===== src/rtl/rx_frame_reader.sv =====
// Read-side controller for the receive frame FIFO: turns one stored frame into a
// valid/ready byte stream with first/last markers, with drop and rewind support.
module rx_frame_reader #(
    parameter int FIFO_DEPTH = 12,
    parameter int MAX_FRAME  = 2047
) (
    input  logic                  clock,
    input  logic                  reset,
    input  logic                  data_available,
    input  logic [7:0]            fifo_data,
    input  logic                  fifo_start,
    input  logic                  fifo_end,
    input  logic [FIFO_DEPTH-1:0] fifo_address,
    output logic                  fifo_enable,
    output logic                  fifo_reset,
    output logic [FIFO_DEPTH-1:0] fifo_reset_address,
    output logic [7:0]            m_data,
    output logic                  m_valid,
    input  logic                  m_ready,
    output logic                  m_first,
    output logic                  m_last,
    input  logic                  frame_drop,
    input  logic                  frame_rewind,
    output logic                  frame_done,
    output logic                  frame_dropped,
    output logic [15:0]           frame_length,
    output logic [15:0]           frame_count,
    output logic                  sync_error
);

    typedef enum logic [2:0] {
        IDLE,
        LOAD,
        PRESENT,
        SKIP_WAIT,
        SKIP_POP,
        REWIND
    } state_t;

    state_t                state, state_nx;
    logic [FIFO_DEPTH-1:0] start_addr, start_nx;
    logic [7:0]            data_nx;
    logic                  valid_nx, first_nx, last_nx, dropped_nx;
    logic [15:0]           length_nx, count_nx;
    logic                  enable_c, rewind_c, done_c, sync_c;
    logic                  handshake;

    assign handshake = m_valid && m_ready;

    always_comb begin
        state_nx   = state;
        start_nx   = start_addr;
        data_nx    = m_data;
        valid_nx   = m_valid;
        first_nx   = m_first;
        last_nx    = m_last;
        dropped_nx = frame_dropped;
        length_nx  = frame_length;
        count_nx   = frame_count;
        enable_c   = 1'b0;
        rewind_c   = 1'b0;
        done_c     = 1'b0;
        sync_c     = 1'b0;

        case (state)
            IDLE: begin
                if (data_available) begin
                    start_nx   = fifo_address;
                    length_nx  = '0;
                    dropped_nx = 1'b0;
                    state_nx   = LOAD;
                end
            end
            LOAD: begin
                // Framing checks win over consumer requests: a bad frame is always flushed.
                if ((frame_length == '0) && !fifo_start) begin
                    sync_c     = 1'b1;
                    dropped_nx = 1'b1;
                    state_nx   = SKIP_POP;
                end else if (frame_length >= 16'(MAX_FRAME)) begin
                    sync_c     = 1'b1;
                    dropped_nx = 1'b1;
                    state_nx   = SKIP_POP;
                end else if (frame_drop) begin
                    dropped_nx = 1'b1;
                    state_nx   = SKIP_POP;
                end else if (frame_rewind) begin
                    rewind_c   = 1'b1;
                    length_nx  = '0;
                    state_nx   = REWIND;
                end else begin
                    data_nx    = fifo_data;
                    first_nx   = fifo_start;
                    last_nx    = fifo_end;
                    valid_nx   = 1'b1;
                    state_nx   = PRESENT;
                end
            end
            PRESENT: begin
                if (handshake) begin
                    valid_nx  = 1'b0;
                    length_nx = frame_length + 16'd1;
                    if (m_last) begin
                        enable_c = 1'b1;
                        done_c   = 1'b1;
                        count_nx = frame_count + 16'd1;
                        state_nx = IDLE;
                    end else if (frame_drop) begin
                        enable_c   = 1'b1;
                        dropped_nx = 1'b1;
                        state_nx   = SKIP_POP;
                    end else if (frame_rewind) begin
                        // The pointer reload supersedes the pop of the byte just taken.
                        rewind_c  = 1'b1;
                        length_nx = '0;
                        state_nx  = REWIND;
                    end else begin
                        enable_c = 1'b1;
                        state_nx = LOAD;
                    end
                end else if (frame_drop) begin
                    valid_nx   = 1'b0;
                    dropped_nx = 1'b1;
                    state_nx   = SKIP_POP;
                end else if (frame_rewind) begin
                    valid_nx  = 1'b0;
                    rewind_c  = 1'b1;
                    length_nx = '0;
                    state_nx  = REWIND;
                end
            end
            SKIP_POP: begin
                enable_c = 1'b1;
                if (fifo_end) begin
                    done_c   = 1'b1;
                    state_nx = IDLE;
                end else begin
                    state_nx = SKIP_WAIT;
                end
            end
            SKIP_WAIT: state_nx = SKIP_POP;
            REWIND:    state_nx = LOAD;
            default:   state_nx = IDLE;
        endcase
    end

    always_ff @(posedge clock) begin
        if (reset) begin
            state         <= IDLE;
            start_addr    <= '0;
            m_data        <= '0;
            m_valid       <= 1'b0;
            m_first       <= 1'b0;
            m_last        <= 1'b0;
            frame_dropped <= 1'b0;
            frame_length  <= '0;
            frame_count   <= '0;
        end else begin
            state         <= state_nx;
            start_addr    <= start_nx;
            m_data        <= data_nx;
            m_valid       <= valid_nx;
            m_first       <= first_nx;
            m_last        <= last_nx;
            frame_dropped <= dropped_nx;
            frame_length  <= length_nx;
            frame_count   <= count_nx;
        end
    end

    // Pulses are suppressed while reset is held so the FIFO pointer stays put.
    assign fifo_enable        = enable_c && !reset;
    assign fifo_reset         = rewind_c && !reset;
    assign frame_done         = done_c && !reset;
    assign sync_error         = sync_c && !reset;
    assign fifo_reset_address = start_addr;

endmodule


===== config.mk =====
export PLATFORM = sky130hd
export DESIGN_NAME = rx_frame_reader
export DESIGN_NICKNAME = d
export VERILOG_FILES = /design/src/rtl/rx_frame_reader.sv
export SDC_FILE = /design/constraint.sdc
export NUM_CORES = 1
export LEC_CHECK = 0
export BUFFER_PORTS_ARGS = -buffer_cell sky130_fd_sc_hd__buf_2
export CAP_MARGIN = 0
export CELL_PAD_IN_SITES_DETAIL_PLACEMENT = 2
export CELL_PAD_IN_SITES_GLOBAL_PLACEMENT = 2
export CORE_UTILIZATION = 30
export DETAILED_ROUTE_END_ITERATION = 16
export PLACE_DENSITY_LB_ADDON = 0.1
export SLEW_MARGIN = 20
export SYNTH_ARGS = -nofsm -noshare
export SYNTH_HDL_FRONTEND = slang
export SYNTH_SLANG_ARGS = --single-unit

===== constraint.sdc =====
create_clock -name clock -period 3.5 [get_ports clock]
set_input_delay 0.875 -clock clock [delete_from_list [all_inputs] [get_ports clock]]
set_output_delay 0.875 -clock clock [all_outputs]
set_load 0.005 [all_outputs]

Word-level counts from Yosys, hierarchy flattened --
Index checks and enable logic that the tools add are counted.
Word-level totals: input bits 28, bits in registers 59, output and inout bits 60, logic and storage cells 104
Cells by class: $lt $le $gt $ge 1, add/sub/neg operators 2, bitwise gates (word level) 4, mux-type cells 57, reductions and logical operators 19, equal/unequal tests 12
Operators with widths (count):
- 16-bit two-way mux | 9
- 16-bit case mux with 3 select lines | 1
- 3-bit two-way mux | 11
- 16-bit by 1-bit adder with 16-bit output, second input constant | 2
- 1-bit two-way mux | 29
- 3-bit case mux with 6 select lines | 1
- 16-bit by 11-bit >= comparator with 1-bit output, second input constant | 1
- 16-bit zero test | 1
- 2-bit != test, second input constant | 5
- 1-bit case mux with 2 select lines | 4
- 3-bit by 2-bit equality test with 1-bit output, second input constant | 2
- 3-bit equality test, second input constant | 2
- 1-bit logical AND | 6
- 3-bit AND reduction | 2
- 6-bit AND reduction | 1
- 5-bit AND reduction | 1
- 4-bit != test, second input constant | 1
- 1-bit inverter | 4
- 2-bit AND reduction | 2
- 4-bit AND reduction | 1
- 3-bit by 1-bit equality test with 1-bit output, second input constant | 1
- 3-bit zero test | 1
- 3-bit != test, second input constant | 1
- 1-bit case mux with 3 select lines | 1
- other kinds (4) | 5

Depth between registers and ports, before layout --
Gate-level depths: netlist of the first run.
depth after elaboration 6, depth in mapped cells 8, mapped depth without buffers 7

Worst setup path after synthesis of the first run --
Ideal clock, no wire load.
path type input to output, start point input port reset, end point output port frame_done, path slack 765 ps, arrival time 1860 ps, stages 4, data required time 2625 ps, buffers on the path 3, cells stage by stage clkbuf_1 > buf_1 > clkbuf_1 > nor2_1
Between the ends: cells in the longest elaborated chain, start to end 2
RTL lines:
- start: declaration | RTL line 8 | input logic reset,
- 1-bit zero test | RTL line 174 | assign frame_done = done_c && !reset;
- 1-bit logical AND | RTL line 174
- end: declaration | RTL line 24 | output logic frame_done,
Every way passes these cells.

Worst setup path in the final report of the first run --
start point register frame_length[0], end point output port fifo_reset
Between the ends: cells in the longest elaborated chain, start to end 5, elaborated cells between the ends (all ways) 7, those cells by class order compare (1); mux (3); reduce/logical (3)
RTL lines:
- start: declaration | RTL line 26 | output logic [15:0] frame_length,
- start signal: assignment | RTL line 166 | frame_length <= length_nx;
- 16-bit by 11-bit >= comparator with 1-bit output / 16-bit zero test (equally long branches) | RTL line 80, 76
- 1-bit two-way mux / 1-bit logical AND (equally long branches) | RTL line 80, 76
- 1-bit two-way mux * | RTL line 76 | if ((frame_length == '0) && !fifo_start) begin
- 1-bit case mux with 2 select lines * | RTL line 65 | case (state)
- 1-bit logical AND * | RTL line 173 | assign fifo_reset = rewind_c && !reset;
- end: declaration | RTL line 15 | output logic fifo_reset,
Every way passes the cells marked *; elsewhere a longest branch is shown, timed or not.

==> run_results.csv, run 1 <==
group,metric,value,unit
worst_setup_path,cp-start-kind,"flip-flop",
synthesis,synth.yosys.seq_area_share,41.51,%
floorplanning,die_area,9877,µm²
detailed_routing,drc,0,
worst_setup_path,r2r_start,"state[1]",
worst_setup_path,worst_ep_required_time,2620,ps
synthesis,synthDistinctLibCells,46,
worst_setup_path,critPathCaptureType,"output port",
detailed_routing,via_per_inst,5.320,
sta,fin_crit,3104,ps
detailed_routing,drt_wl_total,9510,µm
synthesis,ys_warn_count,0,
detailed_routing,ant_nets,0,
sta,finalSetupViolCount,0,
worst_setup_path,crit_start,"frame_length[0]",
floorplanning,io_pins,88,
worst_setup_path,slowest_stage,"or3_1",
pwr,ir_worst_vdd,218.2,µV
worst_setup_path,path_max_fanout,5,
outcome,status,"complete, no violations",
sta,post-route-period-util,88.67,%
sta,worstMarginPinSlew,808.1,ps
synthesis,ys_ff_latch,59,
worst_setup_path,critPathMaxStageDelay,490,ps
grt,grt_usage,20.17,%
pwr,power.leakage,1.485,nW
grt,antenna_found_initial,0,
grt,first_global_vias,3172,
worst_setup_path,r2r_end,"frame_length[9]",
detailed_routing,first_pass_iters,4,
sta,max_freq,322.2,MHz
final_layout,layout-drive-gt1-share,25.49,%
cts,htree_levels,3,
sta,skew,12.15,ps
cts,cts_setup_buffers,0,
worst_setup_path,path_cells,"ha_1 -> nand4_1 -> or3_1 -> nand3_1 -> o22a_1 -> nor4_1 -> buf_2",
cts,cts_root_buffer,"clkbuf_8",
detailed_routing,wire_per_inst,16.80,µm
hold_path,whs_path_depth,2,
cts,cts_resized,0,
final_layout,n_antenna_cell,0,
sta,rsz0062_at_grt,"false",
synthesis,async_flop_share,0,%
synthesis,netlist_area,2845,µm²
sta,fin_setup_tns,0,ps
worst_setup_path,reg2regPathDepth,4,
detailed_routing,num_vias,3011,
synthesis,synthCells,364,
pwr,p_total,0.001509,W
synthesis,synth_edf_count,0,
final_layout,fin_util,38.99,%
grt,grt_pass1_wl,15720,µm
grt,gr-total-overflow,0,
hold_path,hold_path.class,"flip-flop to flip-flop",
synthesis,syn_nets,395,
sta,slew_violations,0,
grt,grt_max_degree,28,
place,io_buffer_count,87,
cts,clock-sinks,59,
worst_setup_path,crit_family,"simple AND/OR/NAND/NOR gates",
floorplanning,row_count,35,
cts,ctsHoldBuffers,0,
place,dp_hpwl,7060,µm
worst_setup_path,crit_type,"flip-flop to output port",
cts,cts_tree,"built",
worst_setup_path,reg2reg_slack,1020,ps
final_layout,final_net_count,481,
cts,numCtsBuffers,9,
worst_setup_path,path_buf_inv,1,
worst_setup_path,crit_cells,7,
synthesis,synth.avg_cell_area,7.817,µm²
floorplanning,core_area,9196,µm²
cts,clockBufferDepth,2,
job,maxCapViolations,0,
place,gp_congestion,0.7839,
cts,clock_latency,340,ps
synthesis,synth_flop_cell,"dfxtp_1",
floorplanning,die_x,99.39,µm
worst_setup_path,critPathCapture,"fifo_reset",
cts,path_clk_slew,70,ps
floorplanning,initial_utilization,30.94,%
worst_setup_path,cp.arrival,2230,ps
sta,hold_violations,0,
floorplanning,die_h,99.39,µm
final_layout,areaGrowthSynthToFinish,26.03,%
sta,maxSlewHeadroom,46.01,%
pwr,pwr_density_cell,420.8,nW/µm²
detailed_routing,drt_iter0_drc,60,
## worst min path at each step
stage	end	from	slack (ps)
2_1_floorplan	fifo_reset_address[0]	fifo_reset_address[0]	450
3_3_place_gp	fifo_reset_address[6]	fifo_reset_address[6]	440
3_5_place_dp	fifo_reset_address[5]	fifo_reset_address[5]	450
4_1_cts	fifo_reset_address[5]	fifo_reset_address[5]	460
5_1_grt	fifo_reset_address[10]	fifo_reset_address[10]	490
6_report	fifo_reset_address[8]	fifo_reset_address[8]	460
## synth_stat cells (2+ instances only)
master	count	area [µm²]
or3_1	6	37.54
clkbuf_1	14	52.55
xor2_1	5	43.79
o211ai_1	4	30.03
nor4_1	6	37.54
nand3_1	22	110.1
a211oi_1	2	15.01
a41oi_1	3	26.28
a21oi_1	40	200.2
ha_1	3	37.54
nand2b_1	4	25.02
nor2b_1	3	18.77
a221oi_2	3	45.04
nor3_1	10	50.05
nor3b_1	2	15.01
or2_2	2	12.51
a31oi_1	5	31.28
or4_1	2	15.01
and4_1	2	17.52
nand2_1	46	172.7
o21ai_0	28	140.1
nand4_1	12	75.07
o21a_1	2	15.01
nor2_1	30	112.6
dfxtp_1	59	1181
xnor2_1	7	61.31
o211a_1	3	30.03
buf_2	4	20.02
and3_1	3	18.77
a21o_1	2	15.01
inv_1	15	56.30
## through the flow
stage               std cells  worst slack [ps]  hold WS [ps]  cell area, µm²
floorplan                 364             764.9         452.7            2845
global placement          550             725.8         439.3            3392
detailed placement        550             645.8         450.8            3392
CTS                       566             369.8         462.1            3586
global route              566             180.1         489.8            3586
finish                    566             396.4         455.2            3586
## cell type report
type                       count  area [µm²]
timing repair buffer          95       495.5
tap                          111       138.9
sequential                    59        1181
inverter                      15       56.30
clock buffer                  11       141.4
fill                        1099        5610
clock inverter                 5       52.55
multi-input combinational    270        1520
## report_power, final
group | internal, W | switching, W | leakage (nW) | total [W]
clock network | 0.000345 | 0.000286 | 0.0991 | 0.000631
logic | 0.0000622 | 0.000112 | 0.908 | 0.000175
registers | 0.000690 | 0.0000137 | 0.478 | 0.000703
## cells in the final DEF, fill, tap and decap left out, drive strengths merged, types with 10 or more instances in the layout
cell type,synthesis,layout
a21oi,40,40
o21ai,28,28
nand2,46,46
nand4,12,12
nor3,10,10
buf,6,95
nand3,22,22
clkbuf,14,11
dfxtp,59,59
nor2,30,30
inv,15,15
## worst reg2reg max path, stage by stage, from the launching register on
cell and delay (ps):
dfxtp_1 560, or3b_1 470, or4_1 790, a41o_1 330, a311oi_1 260
## metal layers
metal / routed length [µm] / track usage (%) / vias up
met3: 420 / 5.552 / 9
met2: 4719 / 35.84 / 64
li1: - / - / 1478
met1: 4269 / 23.74 / 1460
met4: 100 / 5.656 / 0
met5: 0 / 0 / -
## state kept, by name, summed over array words and instances (netlist names)
| signal | count |
|---|---|
| m_valid | 1 |
| frame_count | 16 |
| m_last | 1 |
| fifo_reset_address | 12 |
| state | 3 |
| m_data | 8 |
| frame_dropped | 1 |
| frame_length | 16 |
| m_first | 1 |
## logic make-up after synthesis
kind of cell	Yosys count	share of synthesized area (%)
AOI/OAI and AO/OA	102	22.34
xor gates and xnor gates	12	3.694
adders and majority gates	3	1.319
buffers and inverters	35	5.057
DFF	59	41.51
and+or+nand+nor	153	26.08
Power figures use the tool's default switching activity.
==> inputs of run 2 (changes only) <==
ABC_AREA = 0   (was default)
RECOVER_POWER = 50   (was default)
==> run_results.csv, run 2 (synthesized netlist as in run 1, its figures left out) <==
group,metric,value,unit
outcome,status,"complete, no violations",
worst_setup_path,worst_ep_required_time,2620,ps
floorplanning,row_count,35,
sta,maxSlewHeadroom,46.28,%
detailed_routing,ant_nets,0,
sta,hold_violations,0,
cts,cts_resized,0,
sta,finalSetupViolCount,0,
detailed_routing,drt_iter0_drc,65,
cts,ctsHoldBuffers,0,
final_layout,n_antenna_cell,0,
detailed_routing,num_vias,3034,
final_layout,fin_util,38.67,%
sta,worstMarginPinSlew,804.1,ps
final_layout,design_area,3556,µm²
final_layout,fillCellCount,1109,
final_layout,fin_cells,566,
sta,skew,13.79,ps
detailed_routing,drt_wl_total,9545,µm
worst_setup_path,crit_type,"flip-flop to output port",
cts,cts_root_buffer,"clkbuf_8",
detailed_routing,via_per_inst,5.360,
pwr,ir_worst_vdd,218.7,µV
floorplanning,io_pins,88,
cts,htree_levels,3,
worst_setup_path,cp.arrival,2290,ps
cts,clock_latency,350,ps
grt,gr-total-overflow,0,
grt,first_global_vias,3172,
floorplanning,die_x,99.39,µm
final_layout,layout_commonest_cell,"buf_2",
place,dp_hpwl,7060,µm
cts,path_clk_slew,70,ps
floorplanning,initial_utilization,30.94,%
cts,numCtsBuffers,9,
floorplanning,die_h,99.39,µm
sta,fin_setup_tns,0,ps
detailed_routing,first_pass_iters,4,
worst_setup_path,path_max_fanout,12,
pwr,power.leakage,1.400,nW
sta,rsz0062_at_grt,"false",
floorplanning,die_area,9877,µm²
cts,clock-sinks,59,
cts,cts_tree,"built",
place,io_buffer_count,87,
worst_setup_path,critPathCaptureType,"output port",
job,maxCapViolations,0,
grt,grt_pass1_wl,15720,µm
floorplanning,core_area,9196,µm²
sta,post-route-period-util,90.38,%
final_layout,areaGrowthSynthToFinish,24.98,%
grt,grt_usage,20.17,%
sta,fin_crit,3163,ps
detailed_routing,wire_per_inst,16.86,µm
final_layout,final_net_count,481,
final_layout,layout-drive-gt1-share,21.10,%
cts,clockBufferDepth,2,
grt,antenna_found_initial,0,
cts,cts_setup_buffers,0,
hold_path,hold_path.class,"flip-flop to flip-flop",
place,place_inst,550,
place,place_area,3392,µm²
worst_setup_path,cp-start-kind,"flip-flop",
final_layout,final_cell_mix,"69 x buf_2, 59 x dfxtp_1, 46 x nand2_1, 40 x a21oi_1, 30 x nor2_1",
sta,max_freq,316.1,MHz
detailed_routing,drc,0,
grt,grt_max_degree,28,
pwr,pwr_density_cell,423.9,nW/µm²
place,gp_congestion,0.7839,
sta,slew_violations,0,
==> run 2: cell types whose count changed in the layout (fill, tap and decap cells not counted), sizes merged <==
cell    delta
clkbuf    +18
buf       -18
==> run 2: worst max-delay path: stages (launching register included) <==
cell and delay (ps):
dfxtp_1 300, clkbuf_1 240, or3b_1 510, nor2_1 130, clkbuf_1 350, a31oi_1 80
nor2_1 180, buf_2 150
==> run 2: worst paths after layout <==
path / startpoint / to / slack (ps) / depth (start not counted)
worst min-delay path: fifo_reset_address[2] / fifo_reset_address[2] / 460 / 2
worst max-delay path: state[0] / frame_done / 340 / 7
worst min register to register: fifo_reset_address[2] / fifo_reset_address[2] / 460 / 2
worst max register to register: state[0] / frame_length[9] / 1000 / 5
==> run 2: through the flow <==
| step | power [W] | setup WS [ps] | hold WS, ps |
|---|---|---|---|
| 6_report | 0.001507 | 336.5 | 456.7 |
| 5_1_grt | 0.001581 | 153.9 | 492.8 |
| 4_1_cts | 0.001536 | 369.8 | 462.1 |
| 3_5_place_dp | 0.0008969 | 645.8 | 450.8 |
| 3_3_place_gp | 0.0008882 | 725.8 | 439.3 |
| 2_1_floorplan | 0.0008159 | 764.9 | 452.7 |
==> run 2: cell type report <==
| class | count | area [µm²] | area share [%] |
|---|---|---|---|
| clock buffers | 11 | 141.4 | 3.976 |
| clock inverters | 5 | 52.55 | 1.478 |
| inverters | 15 | 56.30 | 1.583 |
| multi-input cells | 270 | 1520 | 42.75 |
| flip-flops and latches | 59 | 1181 | 33.22 |
| well taps | 111 | 138.9 | 3.906 |
| repair buffers | 95 | 465.4 | 13.09 |
==> run 2: layer usage <==
metal  vias up  routed length (µm)  global-route usage (%)
met5         -                   0                       0
met1      1481                4259                   23.74
li1       1479                   -                       -
met4         0                 116                   5.656
met3        10                 435                   5.552
met2        64                4734                   35.84
==> run 2: power breakdown <==
part / leakage, nW / internal [W] / switching [W]
clock: 0.0991 / 0.000345 / 0.000288
combinational: 0.824 / 0.0000586 / 0.000112
sequential: 0.478 / 0.000690 / 0.0000140
